`src/rtl/jtag_er1_regbank.sv`:
```
// ER1 user data register: deserialises 32-bit LSB-first JTAG frames into commands on a small register bank.
// Latency: last shift bit -> register visible after two JTCK edges (Exit1, Update); JTDO1 is combinational from sreg[0].
// Backpressure: none; the TAP controller paces every transfer, and frames that are not exactly 32 bits are dropped with err set.
module jtag_er1_regbank #(
    parameter int          NREGS       = 4,
    parameter int          DATA_W      = 24,
    parameter logic [2:0]  CAPTURE_TAG = 3'b101
) (
    input  logic                      JTCK,
    input  logic                      JRSTN,
    input  logic                      JTDI,
    input  logic                      JSHIFT,
    input  logic                      JUPDATE,
    input  logic                      JCE1,
    output logic                      JTDO1,
    output logic [NREGS*DATA_W-1:0]   USER_REGS,
    output logic                      CMD_STROBE,
    output logic [8:0]                LEDS,
    output logic [3:0]                LEDS_columns
);

    localparam logic [3:0] OP_WRITE = 4'h1;
    localparam logic [3:0] OP_READ  = 4'h2;
    localparam logic [3:0] OP_CLEAR = 4'h3;
    localparam logic [4:0] NREGS_L  = 5'(NREGS);

    logic [31:0]        r_sreg;
    logic [5:0]         r_bitcnt;
    logic               r_er1_sel;
    logic               r_err;
    logic [3:0]         r_rd_addr;
    logic               r_strobe;
    logic [DATA_W-1:0]  r_regs [NREGS];

    logic               w_capture;
    logic               w_shift;
    logic               w_update;
    logic               w_frame_ok;
    logic               w_exec;
    logic [3:0]         w_opcode;
    logic [3:0]         w_addr;
    logic [DATA_W-1:0]  w_data;
    logic               w_addr_ok;
    logic [DATA_W-1:0]  w_rd_data;

    // Capture wins over everything; shift and update are mutually exclusive in a real TAP.
    assign w_capture  = JCE1 & ~JSHIFT;
    assign w_shift    = JCE1 & JSHIFT;
    assign w_update   = JUPDATE & r_er1_sel & ~JCE1;
    assign w_frame_ok = (r_bitcnt == 6'd32);
    assign w_exec     = w_update & w_frame_ok;
    assign w_opcode   = r_sreg[31:28];
    assign w_addr     = r_sreg[27:24];
    assign w_data     = r_sreg[DATA_W-1:0];
    assign w_addr_ok  = ({1'b0, w_addr} < NREGS_L);

    // Read-back mux; addresses beyond the bank read as zero.
    always_comb begin
        w_rd_data = '0;
        for (int i = 0; i < NREGS; i++) begin
            if (r_rd_addr == 4'(i)) begin
                w_rd_data = r_regs[i];
            end
        end
    end

    // Shift register, frame bookkeeping and error/read-address state.
    always_ff @(posedge JTCK or negedge JRSTN) begin
        if (!JRSTN) begin
            r_sreg    <= '0;
            r_bitcnt  <= '0;
            r_er1_sel <= 1'b0;
            r_err     <= 1'b0;
            r_rd_addr <= '0;
            r_strobe  <= 1'b0;
        end else begin
            r_strobe <= 1'b0;
            if (w_capture) begin
                r_sreg    <= {CAPTURE_TAG, r_err, r_rd_addr, w_rd_data};
                r_bitcnt  <= '0;
                r_er1_sel <= 1'b1;
            end else if (w_shift) begin
                r_sreg <= {JTDI, r_sreg[31:1]};
                if (r_bitcnt != 6'd63) begin
                    r_bitcnt <= r_bitcnt + 6'd1;
                end
            end else if (w_update) begin
                r_er1_sel <= 1'b0;
                if (!w_frame_ok) begin
                    r_err <= 1'b1;
                end else begin
                    r_strobe <= 1'b1;
                    r_err    <= (w_opcode == OP_WRITE) && !w_addr_ok;
                    if (w_opcode == OP_READ) begin
                        r_rd_addr <= w_addr;
                    end
                end
            end
        end
    end

    // User register bank: single-register write or whole-bank clear on a valid frame.
    always_ff @(posedge JTCK or negedge JRSTN) begin
        if (!JRSTN) begin
            for (int i = 0; i < NREGS; i++) begin
                r_regs[i] <= '0;
            end
        end else if (w_exec) begin
            for (int i = 0; i < NREGS; i++) begin
                if (w_opcode == OP_CLEAR) begin
                    r_regs[i] <= '0;
                end else if ((w_opcode == OP_WRITE) && (w_addr == 4'(i))) begin
                    r_regs[i] <= w_data;
                end
            end
        end
    end

    for (genvar g = 0; g < NREGS; g++) begin : g_flat
        assign USER_REGS[g*DATA_W +: DATA_W] = r_regs[g];
    end

    assign JTDO1        = r_sreg[0];
    assign CMD_STROBE   = r_strobe;
    assign LEDS         = r_regs[0][8:0];
    assign LEDS_columns = r_regs[0][12:9];

endmodule
```
`config.mk`:
```
export PLATFORM = sky130hd
export DESIGN_NAME = jtag_er1_regbank
export DESIGN_NICKNAME = d
export VERILOG_FILES = /design/src/rtl/jtag_er1_regbank.sv
export SDC_FILE = /design/constraint.sdc
export NUM_CORES = 1
export LEC_CHECK = 0
export ABC_AREA = 1
export ABC_CLOCK_PERIOD_IN_PS = 1600
export CAP_MARGIN = 20
export CORE_ASPECT_RATIO = 0.8
export CORE_MARGIN = 3
export CORE_UTILIZATION = 48
export DETAILED_ROUTE_END_ITERATION = 8
export PLACE_DENSITY = 0.76
export SLEW_MARGIN = 10
export SYNTH_ARGS = -nofsm -noshare
export SYNTH_HDL_FRONTEND = slang
export SYNTH_SLANG_ARGS = --single-unit
```
`constraint.sdc`:
```
create_clock -name JTCK -period 1.6 [get_ports JTCK]
set_input_delay 0.32 -clock JTCK [delete_from_list [all_inputs] [get_ports JTCK]]
set_output_delay 0.32 -clock JTCK [all_outputs]
set_load 0.01 [all_outputs]
```
==> qor.yml, run 1 <==
yosys:
  synth-seq-cells: 141
  syn_area_per_cell_um2: 7.78
  yosysWarningCount: 0
  synth_cells: 900
  synth_nets: 908
  ys_seq_area_frac: 0.504
  ys_types: 26
  synth_area_mm2: 0.00700
critical_path:
  reg2reg_from: "r_bitcnt[1]$_DFFE_PN0P_"
  crit_arrival_ps: 2210
  critPathMaxFanout: 7
  crit_start: "r_bitcnt[1]$_DFFE_PN0P_"
  rrSetupSlack_ps: -250
  cp-end-kind: "register"
  worstReg2RegEnd: "LEDS[1]$_DFFE_PN0P_"
  worst_setup_path_start_kind: "register"
  crit_type: "register to register"
  r2r_cells: 10
  worstPathRequired_ps: 1960
floorplanning:
  die_w_um: 141
  start_util: 0.502
  ios: 117
  rows: 38
  dieHeight_um: 114
  dieArea_mm2: 0.0161
  coreArea_mm2: 0.0139
global_route:
  grt_pass1_vias: 7334
  antenna_found_initial: 0
  grt_pass1_wl_mm: 39.9
  grt-ovfl-total: 0
  grt_start_max_net_pins: 61
  grt_use_total: 0.323
detailed_routing:
  drc_errors: 3
  vias_per_cell: 6.25
  wl_mm: 29.1
  wl_per_cell_um: 23.0
  ant_nets: 0
  route.vias.total: 7901
  drtPass1Iterations: 9
  drt_iter0_drc: 1183
final_layout:
  register_area_mm2: 0.00353
  postLayoutCoreUtil: 0.759
  fin_cells: 1265
  multi_input_area_mm2: 0.00343
  syn_to_final_growth_pct: 51.1
  fillers: 890
  final_nets: 1082
  final_area_mm2: 0.0106
  layout-drive-gt1-share: 0.262
  n_antenna_cell: 0
status:
  status: "complete, but fails checks"
  violations: "design-rule violations, negative setup slack"
timing:
  rsz0062_at_grt: "yes"
  slew_violations: 0
  relSlewSlack: 0.519
  skew_ps: 10.5
  fmax_mhz: 541
  tns_ps: -15860
  setup_viol: 101
  period_share: 1.16
  min_period_ps: 1850
  fin_ws_ps: -249
  hold_violations: 0
  worstMarginPinSlew_ps: 720
placed_design:
  dpl.cell_count: 1183
  placed_area_mm2: 0.00860
  hpwl_mm: 13.9
  place_congestion: 0.858
  io_buffer_count: 116
clocking:
  root_buffer: "clkbuf_16"
  numCtsBuffers: 17
  clk_latency_ps: 440
  clockBufferDepth: 2
  cts_sinks: 141
  cts_tree: "done"
  htree_levels: 4
  clk_pin_slew_ps: 60
pwr:
  power_density_mw_per_mm2: 836
  p_int_mw: 6.65
  ir_drop_v: 0.000840
  p_sw_mw: 2.19
  cellLeakagePower_nw: 5.62
  seqPwrFrac: 0.422
  combPwrFrac: 0.094
  power.total_mw: 8.84
  switching_share: 0.248
  p_clk_frac: 0.484
min_path:
  min_path_type: "input port to async pin"
flow_run:
  max-cap-violations: 0
critical path, stage by stage, from the launching register on:
cell	delay (ps)
dfrtp_1	400
inv_2	100
ha_4	140
nand4_1	190
nor2_4	170
buf_12	150
buf_12	140
buf_12	120
clkbuf_16	160
nand3_1	80
nand2_1	120
layer usage:
metal / global-route usage / part of all wire / routed length, um
met1: 0.417 / 0.36 / 10600
met2: 0.498 / 0.44 / 12800
met3: 0.103 / 0.14 / 3950
met4: 0.155 / 0.061 / 1780
met5: 0 / 0 / 0
sequential cells by signal, summed over array words and instances (netlist names):
| register | flops |
|---|---|
| LEDS_columns | 4 |
| r_rd_addr | 4 |
| USER_REGS | 83 |
| r_err | 1 |
| LEDS | 9 |
| r_sreg | 32 |
| r_er1_sel | 1 |
| r_bitcnt | 6 |
| CMD_STROBE | 1 |
cell usage in the layout (no fill, tap or decap), types with 4 or more instances in the layout:
master,instances
clkdlybuf4s50_1,4
inv_1,67
buf_4,59
inv_2,5
nand2_1,196
o21ai_0,7
nand2_4,23
nor2_4,4
a21oi_1,13
buf_8,4
nor2_2,4
buf_12,22
nand2_8,4
nand3_1,166
o22ai_1,24
dlygate4sd2_1,111
nand2_2,65
nand3_2,34
clkbuf_8,7
buf_16,11
clkbuf_16,24
dfrtp_1,141
nand4_1,22
nor2_1,41
cell families after synthesis:
logic type | count (synthesis) | share of synthesized area
flip-flops | 141 | 0.504
AO/OA/AOI/OAI | 53 | 0.0450
AND/OR/NAND/NOR | 562 | 0.351
adder cells (fa/ha/maj) | 2 | 0.00357
buffers and inverters | 142 | 0.0960
Yosys cell counts, drive strengths merged:
| cell | instances | area (um2) |
|---|---|---|
| nand2 | 288 | 1090 |
| inv | 73 | 277 |
| a22oi | 1 | 7.51 |
| o21bai | 1 | 7.51 |
| clkinv | 2 | 7.51 |
| nand3 | 201 | 1020 |
| buf | 50 | 324 |
| dfrtp | 141 | 3530 |
| ha | 2 | 25.0 |
| o22ai | 24 | 150 |
| nor2 | 49 | 201 |
| clkbuf | 17 | 63.8 |
| nand4 | 22 | 138 |
| a21oi | 17 | 100 |
| o21ai | 10 | 50.0 |
| nor3 | 2 | 10.0 |
worst max path at each step:
stage,slack [ps],to,cells after the start
2_1_floorplan,60,USER_REGS[24]$_DFFE_PN0P_,9
6_report,-250,LEDS[1]$_DFFE_PN0P_,10
3_3_place_gp,-350,USER_REGS[38]$_DFFE_PN0P_,6
5_1_grt,-280,LEDS[1]$_DFFE_PN0P_,10
4_1_cts,-100,USER_REGS[27]$_DFFE_PN0P_,10
3_5_place_dp,-390,USER_REGS[72]$_DFFE_PN0P_,6
repair_timing:
item	in CTS	in global routing
gates resized for setup	146	160
pin swaps	7	49
endpoints found under the hold margin	29	0
setup endpoints to repair	208	105
hold buffers	1	0
cloned	13	8
setup buffers	24	8
through the flow:
step | hold WS, ps | worst slack [ps]
3_3_place_gp | 241 | -355
3_5_place_dp | 244 | -389
2_1_floorplan | 24.4 | 58.9
4_1_cts | 366 | -105
5_1_grt | 383 | -275
6_report | 353 | -249
power groups by stage:
stage | logic, mW | registers [mW] | clock network (mW)
after floorplan | 0.341 | 3.77 | 0
after global placement | 0.665 | 3.77 | 0
after detailed placement | 0.679 | 3.77 | 0
after CTS | 0.710 | 3.71 | 4.23
after global routing | 0.890 | 3.73 | 4.43
final | 0.832 | 3.73 | 4.28
final cells by class:
class,count,share of cell area
Clock buffer,24,0.0493
Clock inverter,6,0.00994
Inverter,75,0.0269
Multi-Input combinational cell,617,0.324
Sequential cell,141,0.334
Tap cell,180,0.0213
Timing Repair Buffer,222,0.234
Note: power is estimated with default switching activity, not from simulation.
==> run 2: changes to the inputs <==
--- a/config.mk
+++ b/config.mk
@@ -14,2 +14,4 @@
 export DETAILED_ROUTE_END_ITERATION = 8
+export GPL_ROUTABILITY_DRIVEN = 0
+export GPL_TIMING_DRIVEN = 0
 export PLACE_DENSITY = 0.76
--- a/constraint.sdc
+++ b/constraint.sdc
@@ -3,2 +3,2 @@
 set_output_delay 0.32 -clock JTCK [all_outputs]
-set_load 0.01 [all_outputs]
+set_load 0.02 [all_outputs]
==> run 2 against run 1 <==
Against the previous run:
- the flow finishes with violations (negative setup slack)
- sequential share of layout area fell by 1.3 points
- clock power shrank 4%
- register-to-register slack hardly changed
- largest power group unchanged
==> qor.yml, run 2 (synthesis results as in run 1) <==
status:
  status: "complete, but fails checks"
  violations: "negative setup slack"
detailed_routing:
  route.vias.total: 8391  # +6.2%
  vias_per_cell: 6.48  # +3.7%
  ant_nets: 0  # unchanged
  drc_errors: 0  # -3
  drtPass1Iterations: 7  # -2
  drt_iter0_drc: 1509  # +28%
  wl_mm: 31.6  # +8.5%
  wl_per_cell_um: 24.4  # +6.0%
timing:
  relSlewSlack: 0.554  # +0.0350
  tns_ps: -16040  # -186 ps
  slew_violations: 0  # unchanged
  period_share: 1.16  # +0.00409
  min_period_ps: 1860  # +6.54 ps
  setup_viol: 114  # +13%
  rsz0062_at_grt: "yes"
  fin_ws_ps: -255  # -6.54 ps
  skew_ps: 16.6  # +6.05 ps
  fin_hold_ws_ps: 324  # -28.7 ps
  hold_violations: 0  # unchanged
  worstMarginPinSlew_ps: 669  # -50.7 ps
  fmax_mhz: 539  # -0.35%
global_route:
  grt_start_max_net_pins: 54  # -11%
  grt-ovfl-total: 0  # unchanged
  grt_use_total: 0.357  # +0.0340
  antenna_found_initial: 0  # unchanged
  grt_pass1_wl_mm: 44.1  # +11%
  grt_pass1_vias: 7870  # +7.3%
final_layout:
  final_area_mm2: 0.0110  # +4.2%
  syn_to_final_growth_pct: 57.4
  n_antenna_cell: 0  # unchanged
  final_cell_mix: "nand2_1 (163), dfrtp_1 (135), nand3_1 (134)"
  postLayoutCoreUtil: 0.791  # +0.0319
  layout-drive-gt1-share: 0.361  # +0.0997
  largest_reg_flops: 83  # unchanged
  final_nets: 1110  # +2.6%
  layout_commonest_cell: "nand2_1"
critical_path:
  crit_slowest_cell: "dfrtp_1"
  crit_arrival_ps: 2220  # about the same
  rrSetupSlack_ps: -260  # about the same
  cp-end-kind: "register"
  crit_chain: "inv_2 > ha_4 > nand4_1 > nor2_4 > buf_6 > buf_12 > buf_12 > buf_16 > nand3_2 > nand2_1"
  worst_setup_path_start_kind: "register"
  cp_common_cell: "buf_12"
  cpPeakStageDelay_ps: 420  # +20 ps
  worstPathRequired_ps: 1970  # about the same
  crit_type: "register to register"
  r2r_cells: 10  # unchanged
  critPathMaxFanout: 5  # -2
  worstReg2RegEnd: "USER_REGS[23]$_DFFE_PN0P_"
  reg2reg_from: "r_bitcnt[0]$_DFFE_PN0P_"
floorplanning:
  coreArea_mm2: 0.0139  # unchanged
  start_util: 0.502  # unchanged
  die_w_um: 141  # unchanged
  dieArea_mm2: 0.0161  # unchanged
  ios: 117  # unchanged
  dieHeight_um: 114  # unchanged
  rows: 38  # unchanged
placed_design:
  hpwl_mm: 15.7  # +13%
  placed_area_mm2: 0.00842  # -2.1%
  io_buffer_count: 114  # -1.7%
flow_run:
  max-cap-violations: 0  # unchanged
clocking:
  cts_sinks: 141  # unchanged
  cts_tree: "done"
  clk_latency_ps: 440  # about the same
  root_buffer: "clkbuf_16"
  htree_levels: 4  # unchanged
  clockBufferDepth: 2  # unchanged
  numCtsBuffers: 17  # unchanged
  clk_pin_slew_ps: 60  # about the same
min_path:
  min_to: "r_bitcnt[4]$_DFFE_PN0P_"
  min-delay-start: "JCE1"
  min_path_type: "input port to register"
  hold-path-cell-count: 3
pwr:
  power.total_mw: 8.72  # -1.4%
  seqPwrFrac: 0.428  # +0.006
  power_density_mw_per_mm2: 791  # -5.3%
  p_int_mw: 6.44  # -3.1%
  p_sw_mw: 2.27  # +3.8%
  cellLeakagePower_nw: 5.63  # +0.22%
  switching_share: 0.261  # +0.0129
  combPwrFrac: 0.097  # +0.003
  ir_drop_v: 0.000729  # -13%
  p_clk_frac: 0.474  # -0.010
run 2: per-stage QoR:
step / std cells / setup slack [ps]
CTS: 1296 / -150
floorplan: 900 / 56.3
global placement: 1194 / -5460
global route: 1295 / -318
detailed placement: 1196 / -301
finish: 1295 / -255
run 2: repair_timing:
item,4_1_cts,5_1_grt
pin swaps,53,70
setup buffers,50,10
hold buffers,1,0
cloned,17,1
hold endpoints to repair,42,0
setup endpoints to repair,236,132
resized for setup,356,197
run 2: area by class of cell:
type	count	area (um2)
multi-input combinational	617	3810
clock inverter	6	80.1
clock buffer	26	519
fill	814	2910
timing repair buffer	185	1970
buffer	65	592
tap	180	225
inverter	75	284
sequential	141	3540
run 2: layer usage:
metal,up-vias,part of all wire,global-route usage
li1,3356,-,-
met1,3848,0.35,0.477
met2,919,0.42,0.532
met3,268,0.16,0.104
met4,0,0.069,0.185
met5,-,0,0
run 2: critical path, delay by kind of cell, from the launching register on:
family,cells,cell delay [ps]
fa+ha+maj,1,130
buf+inv,5,640
flops,1,420
simple gates,4,600
run 2: worst max path at each step:
stage                                   startpoint                         to  slack, ps  cells after the start
after floorplan            r_bitcnt[0]$_DFFE_PN0P_  USER_REGS[24]$_DFFE_PN0P_         60                      9
after global placement                       JRSTN  USER_REGS[16]$_DFFE_PN0P_      -5460                      1
after detailed placement  r_rd_addr[1]$_DFFE_PN0P_     r_sreg[23]$_DFFE_PN0N_       -300                      8
after CTS                  r_bitcnt[0]$_DFFE_PN0P_  USER_REGS[86]$_DFFE_PN0P_       -150                     10
after global routing       r_bitcnt[0]$_DFFE_PN0P_   r_rd_addr[1]$_DFFE_PN0P_       -320                     10
final                      r_bitcnt[0]$_DFFE_PN0P_  USER_REGS[23]$_DFFE_PN0P_       -260                     10
run 2: power by group through the flow:
| stage | registers [mW] | logic [mW] | clock network (mW) |
|---|---|---|---|
| after floorplan | 3.77 | 0.341 | 0 |
| final | 3.73 | 0.848 | 4.13 |
| after global routing | 3.74 | 0.895 | 4.27 |
| after CTS | 3.72 | 0.711 | 4.03 |
| after global placement | 3.78 | 0.543 | 0 |
| after detailed placement | 3.78 | 0.573 | 0 |
==> run 3: changes to the inputs <==
CORE_ASPECT_RATIO = not set   (was 0.8)
==> run 3 against run 2 <==
Against the previous run:
- design area down 6.8%
- sequential share of layout area up 2.3 points
- maximum frequency up 1.9%
- clock power down 12%
- critical path type unchanged
- worst setup slack better by 34 ps
- global-route usage down 3.7 points
- via count down 4.8%
- combinational power down 13%
- hold slack worse by 5.7 ps
- highest routed layer unchanged
- the flow still finishes with violations (negative setup slack)
- routed wire length down 12%
- register-to-register slack better by 30 ps
- total power down 7.1%
==> qor.yml, run 3 (synthesis results as in run 1) <==
status:
  status: "complete, but fails checks"
  violations: "negative setup slack"
clocking:
  clk_latency_ps: 430  # about the same
  clockBufferDepth: 2  # unchanged
  numCtsBuffers: 17  # unchanged
  clk_pin_slew_ps: 60  # about the same
  cts_sinks: 141  # unchanged
  htree_levels: 4  # unchanged
  root_buffer: "clkbuf_16"
  cts_tree: "done"
detailed_routing:
  wl_per_cell_um: 21.4  # -12%
  drt_iter0_drc: 1539  # +2.0%
  drtPass1Iterations: 7  # unchanged
  vias_per_cell: 6.18  # -4.7%
  wl_mm: 27.7  # -12%
  ant_nets: 0  # unchanged
  route.vias.total: 7992  # -4.8%
  drc_errors: 0  # unchanged
final_layout:
  largest_reg_flops: 83  # unchanged
  final_nets: 1108  # -0.18%
  fillers: 985  # +21%
  syn_to_final_growth_pct: 46.7
  fin_cells: 1294  # -0.077%
  final_cell_mix: "nand2_1 (210), nand3_1 (190), dfrtp_1 (139)"
  layout-drive-gt1-share: 0.253  # -0.108
  multi_input_area_mm2: 0.00328  # -14%
  layout_commonest_cell: "nand2_1"
  final_area_mm2: 0.0103  # -6.8%
  register_area_mm2: 0.00353  # -0.14%
critical_path:
  worst_setup_path_start_kind: "register"
  worstPathRequired_ps: 1970  # about the same
  crit_arrival_ps: 2190  # -30 ps
  cp-end-kind: "register"
  crit_type: "register to register"
  critPathMaxFanout: 5  # unchanged
pwr:
  ir_drop_v: 0.000724  # -0.60%
  cellLeakagePower_nw: 5.59  # -0.75%
  power.total_mw: 8.10  # -7.1%
  power_density_mw_per_mm2: 789  # -0.32%
global_route:
  antenna_found_initial: 0  # unchanged
  grt_pass1_wl_mm: 39.9  # -9.6%
  grt-ovfl-total: 0  # unchanged
  grt_start_max_net_pins: 91  # +69%
  grt_pass1_vias: 7336  # -6.8%
  grt_use_total: 0.320  # -0.0374
placed_design:
  io_buffer_count: 114  # unchanged
  hpwl_mm: 15.3  # -2.4%
  dpl.cell_count: 1195  # -0.084%
  dp_slack_ps: -286  # +15.8 ps
  placed_area_mm2: 0.00839  # -0.33%
timing:
  skew_ps: 9.58  # -6.99 ps
  rsz0062_at_grt: "yes"
  fin_ws_ps: -222  # +33.9 ps
  period_share: 1.14  # -0.0212
  slew_violations: 0  # unchanged
  tns_ps: -14860  # +1190 ps
  hold_violations: 0  # unchanged
  worstMarginPinSlew_ps: 606  # -62.7 ps
  fmax_mhz: 549  # +1.9%
  setup_viol: 101  # -11%
  relSlewSlack: 0.596  # +0.0418
  min_period_ps: 1820  # -33.9 ps
floorplanning:
  dieArea_mm2: 0.0161  # about the same
  dieHeight_um: 127  # +11%
  rows: 43  # +13%
  start_util: 0.497  # -0.00589
  ios: 117  # unchanged
  die_w_um: 127  # -10%
  coreArea_mm2: 0.0141  # +1.2%
flow_run:
  max-cap-violations: 0  # unchanged
min_path:
  min_path_type: "input port to register"
-- run 3: cell count changes in the layout (fill, tap and decap cells not counted), moves of 5 or more --
cell | previous run | this run
buf_12 | 17 | 5
buf_16 | 12 | 6
buf_2 | 18 | 11
buf_4 | 55 | 67
nand2_1 | 163 | 210
nand2_2 | 90 | 56
nand2_4 | 30 | 18
nand3_1 | 134 | 190
nand3_2 | 61 | 10
nand3_4 | 6 | 1
nor2_1 | 31 | 41
nor2_2 | 11 | 1
o21ai_0 | 4 | 9
-- run 3: final timing paths --
| check | from | depth (start not counted) | slack [ps] | to |
|---|---|---|---|---|
| min in group asynchronous | JRSTN | 2 | 400 | USER_REGS[81]$_DFFE_PN0P_ |
| max | r_bitcnt[0]$_DFFE_PN0P_ | 10 | -220 | LEDS[3]$_DFFE_PN0P_ |
| max reg2reg | r_bitcnt[0]$_DFFE_PN0P_ | 10 | -220 | LEDS[3]$_DFFE_PN0P_ |
| min reg2reg | r_sreg[21]$_DFFE_PN0N_ | 2 | 480 | r_sreg[21]$_DFFE_PN0N_ |
| min | JCE1 | 3 | 320 | r_bitcnt[3]$_DFFE_PN0P_ |
| max in group asynchronous | JRSTN | 3 | 360 | r_sreg[17]$_DFFE_PN0N_ |
-- run 3: worst max-delay path, cell delays in order (launching register included) --
cell,delay (ps)
dfrtp_1,390
inv_2,90
ha_4,120
nand4_1,190
nor2_4,220
buf_8,170
buf_8,140
buf_6,130
buf_8,130
nand3_1,80
nand2_1,90
-- run 3: area by class of cell --
type	instances	share of cell area
inverter	75	0.0277
multi-input combinational	618	0.320
buffer	66	0.0562
timing repair buffer	181	0.178
clock buffer	21	0.0458
clock inverter	11	0.00658
antenna	1	0.000244
tap	180	0.0219
sequential	141	0.344
-- run 3: repair_timing --
item	CTS	global route
endpoints found under the setup margin	235	132
buffers inserted	42	14
hold buffers	1	0
gates resized for setup	238	144
cloned	12	4
endpoints found under the hold margin	51	0
pin swaps	9	27
-- run 3: stage by stage --
step	hold slack [ps]	utilization
6_report	318	0.729
5_1_grt	325	0.728
4_1_cts	286	0.689
3_3_place_gp	463	0.593
3_5_place_dp	302	0.596
2_1_floorplan	24.4	-
-- run 3: report_power, final --
group,switching [mW],leakage [nW],internal [mW]
Sequential,0.0662,1.92,3.66
Combinational,0.510,3.40,0.229
Clock,1.55,0.269,2.09
Total,2.13,5.59,5.97
-- run 3: metal layers --
layer  wire (um)  GRT usage
met5           0          0
met4        1650      0.175
met3        3680     0.0771
met2       12500      0.488
met1        9850      0.421
==> RTL edit: new RTL, config.mk and constraints of run 1 <==
Change the parameter `NREGS` from 4 to 2.
--- a/src/rtl/jtag_er1_regbank.sv
+++ b/src/rtl/jtag_er1_regbank.sv
@@ -4,3 +4,3 @@
 module jtag_er1_regbank #(
-    parameter int          NREGS       = 4,
+    parameter int          NREGS       = 2,
     parameter int          DATA_W      = 24,
Ports: changed (resized USER_REGS); port bits go from 117 to 69. No check against the original RTL was run, so the function may have changed too.
==> RTL edit against run 1 <==
Combinational power down 50%; critical path depth down 9; final area is 43% lower; die area down 31%; sequential power fell by 35%; global-route usage down 9.1 points; routed wire length down 58%; non-clock buffer count decreased by 118; worst setup slack gained 0.34 ns; sequential cell count down 48; synthesized cell count decreased by 32%; area after synthesis down 33%; total power shrank 43%; critical endpoint is now CMD_STROBE; largest power group is now sequential cells.
==> RTL edit: results (changes against run 1) <==
Parameter                              Value

Run status
  Outcome    complete, no violations (was finished, violations left)

STA
  Post-route minimum period    1.51 ns (was 1.85 ns)
  Final-layout worst hold slack    0.396 ns (was 0.353 ns)
  Transition at the pin with the smallest max-transition slack    0.272 ns (was 0.720 ns)

Placement
  DP Worst Slack    -0.169 ns (was -0.389 ns)
  Dpl hpwl    7980 µm (was 13900 µm)

Power
  Max rail drop VDD    0.452 mV (was 0.840 mV)

Synthesis
  Commonest cells in the synthesized netlist    sky130_fd_sc_hd__nand2_1, sky130_fd_sc_hd__dfrtp_1, sky130_fd_sc_hd__inv_1 (was sky130_fd_sc_hd__nand2_1, sky130_fd_sc_hd__nand3_1, sky130_fd_sc_hd__dfrtp_1)
  Compound-cell area share of the yosys netlist    0.0812 (was 0.0450)
  Leading post-synthesis cells by cell area    sky130_fd_sc_hd__dfrtp_1, sky130_fd_sc_hd__nand2_1, sky130_fd_sc_hd__nand3_1 (unchanged)
  Mapped Nets    622 (was 908)

Final layout
  Layout cell share with drive strength beyond 1    0.103 (was 0.262)
  Final clock-cell share    0.0520 (was 0.0593)
  FF/Latch Area    0.00233 mm² (was 0.00353 mm²)
  Final Net Count    693 (was 1082)
  Flip-flop count of the largest register after layout    35 (was 83)
  Total area of multi-input combinational cells    0.00180 mm² (was 0.00343 mm²)

Clocking
  Later-pin clock latency in the skew report    0.34 ns (was 0.44 ns)

Global routing
  GR Util met2    0.365 (was 0.498)
  GRT met1 Usage    0.318 (was 0.417)
  Total routing usage reported by global routing    0.232 (was 0.323)
  Via count of the first global-routing pass    4236 (was 7334)

Detailed routing
  Vias after detailed routing    4263 (was 7901)
  Met3 WL post-DR    1100 µm (was 3950 µm)
  Routed wire length on met2    5730 µm (was 12800 µm)

Setup path
  Setup slack of the worst register-to-register path    0.11 ns (was -0.25 ns)
RTL edit: cell count changes in the layout (fill, tap and decap cells not counted), sizes merged, moves of 21 or more:
cell / before / now
dfrtp: 141 / 93
buf: 99 / 36
dlygate4sd2: 111 / 43
nand3: 201 / 84
nand4: 22 / 1
nand2: 288 / 191
RTL edit: power groups by stage:
stage	combinational, mW	sequential (mW)	clock (mW)
2_1_floorplan	0.206	2.48	0
4_1_cts	0.402	2.44	2.24
5_1_grt	0.463	2.45	2.35
3_3_place_gp	0.387	2.48	0
3_5_place_dp	0.398	2.48	0
6_report	0.414	2.44	2.21
RTL edit: logic make-up (layout without fill, tap and decap cells):
logic type               after synthesis  count (layout)
AO/OA/AOI/OAI                         68              68
buffers and inverters                134             209
flip-flops                            93              93
AND/OR/NAND/NOR                      317             318
adder cells (fa/ha/maj)                2               2
RTL edit: per-stage QoR:
step                std cells  area [µm²]
floorplan                 614        4710
global route              805        5990
finish                    805        5990
detailed placement        784        5600
CTS                       802        5880
global placement          784        5600
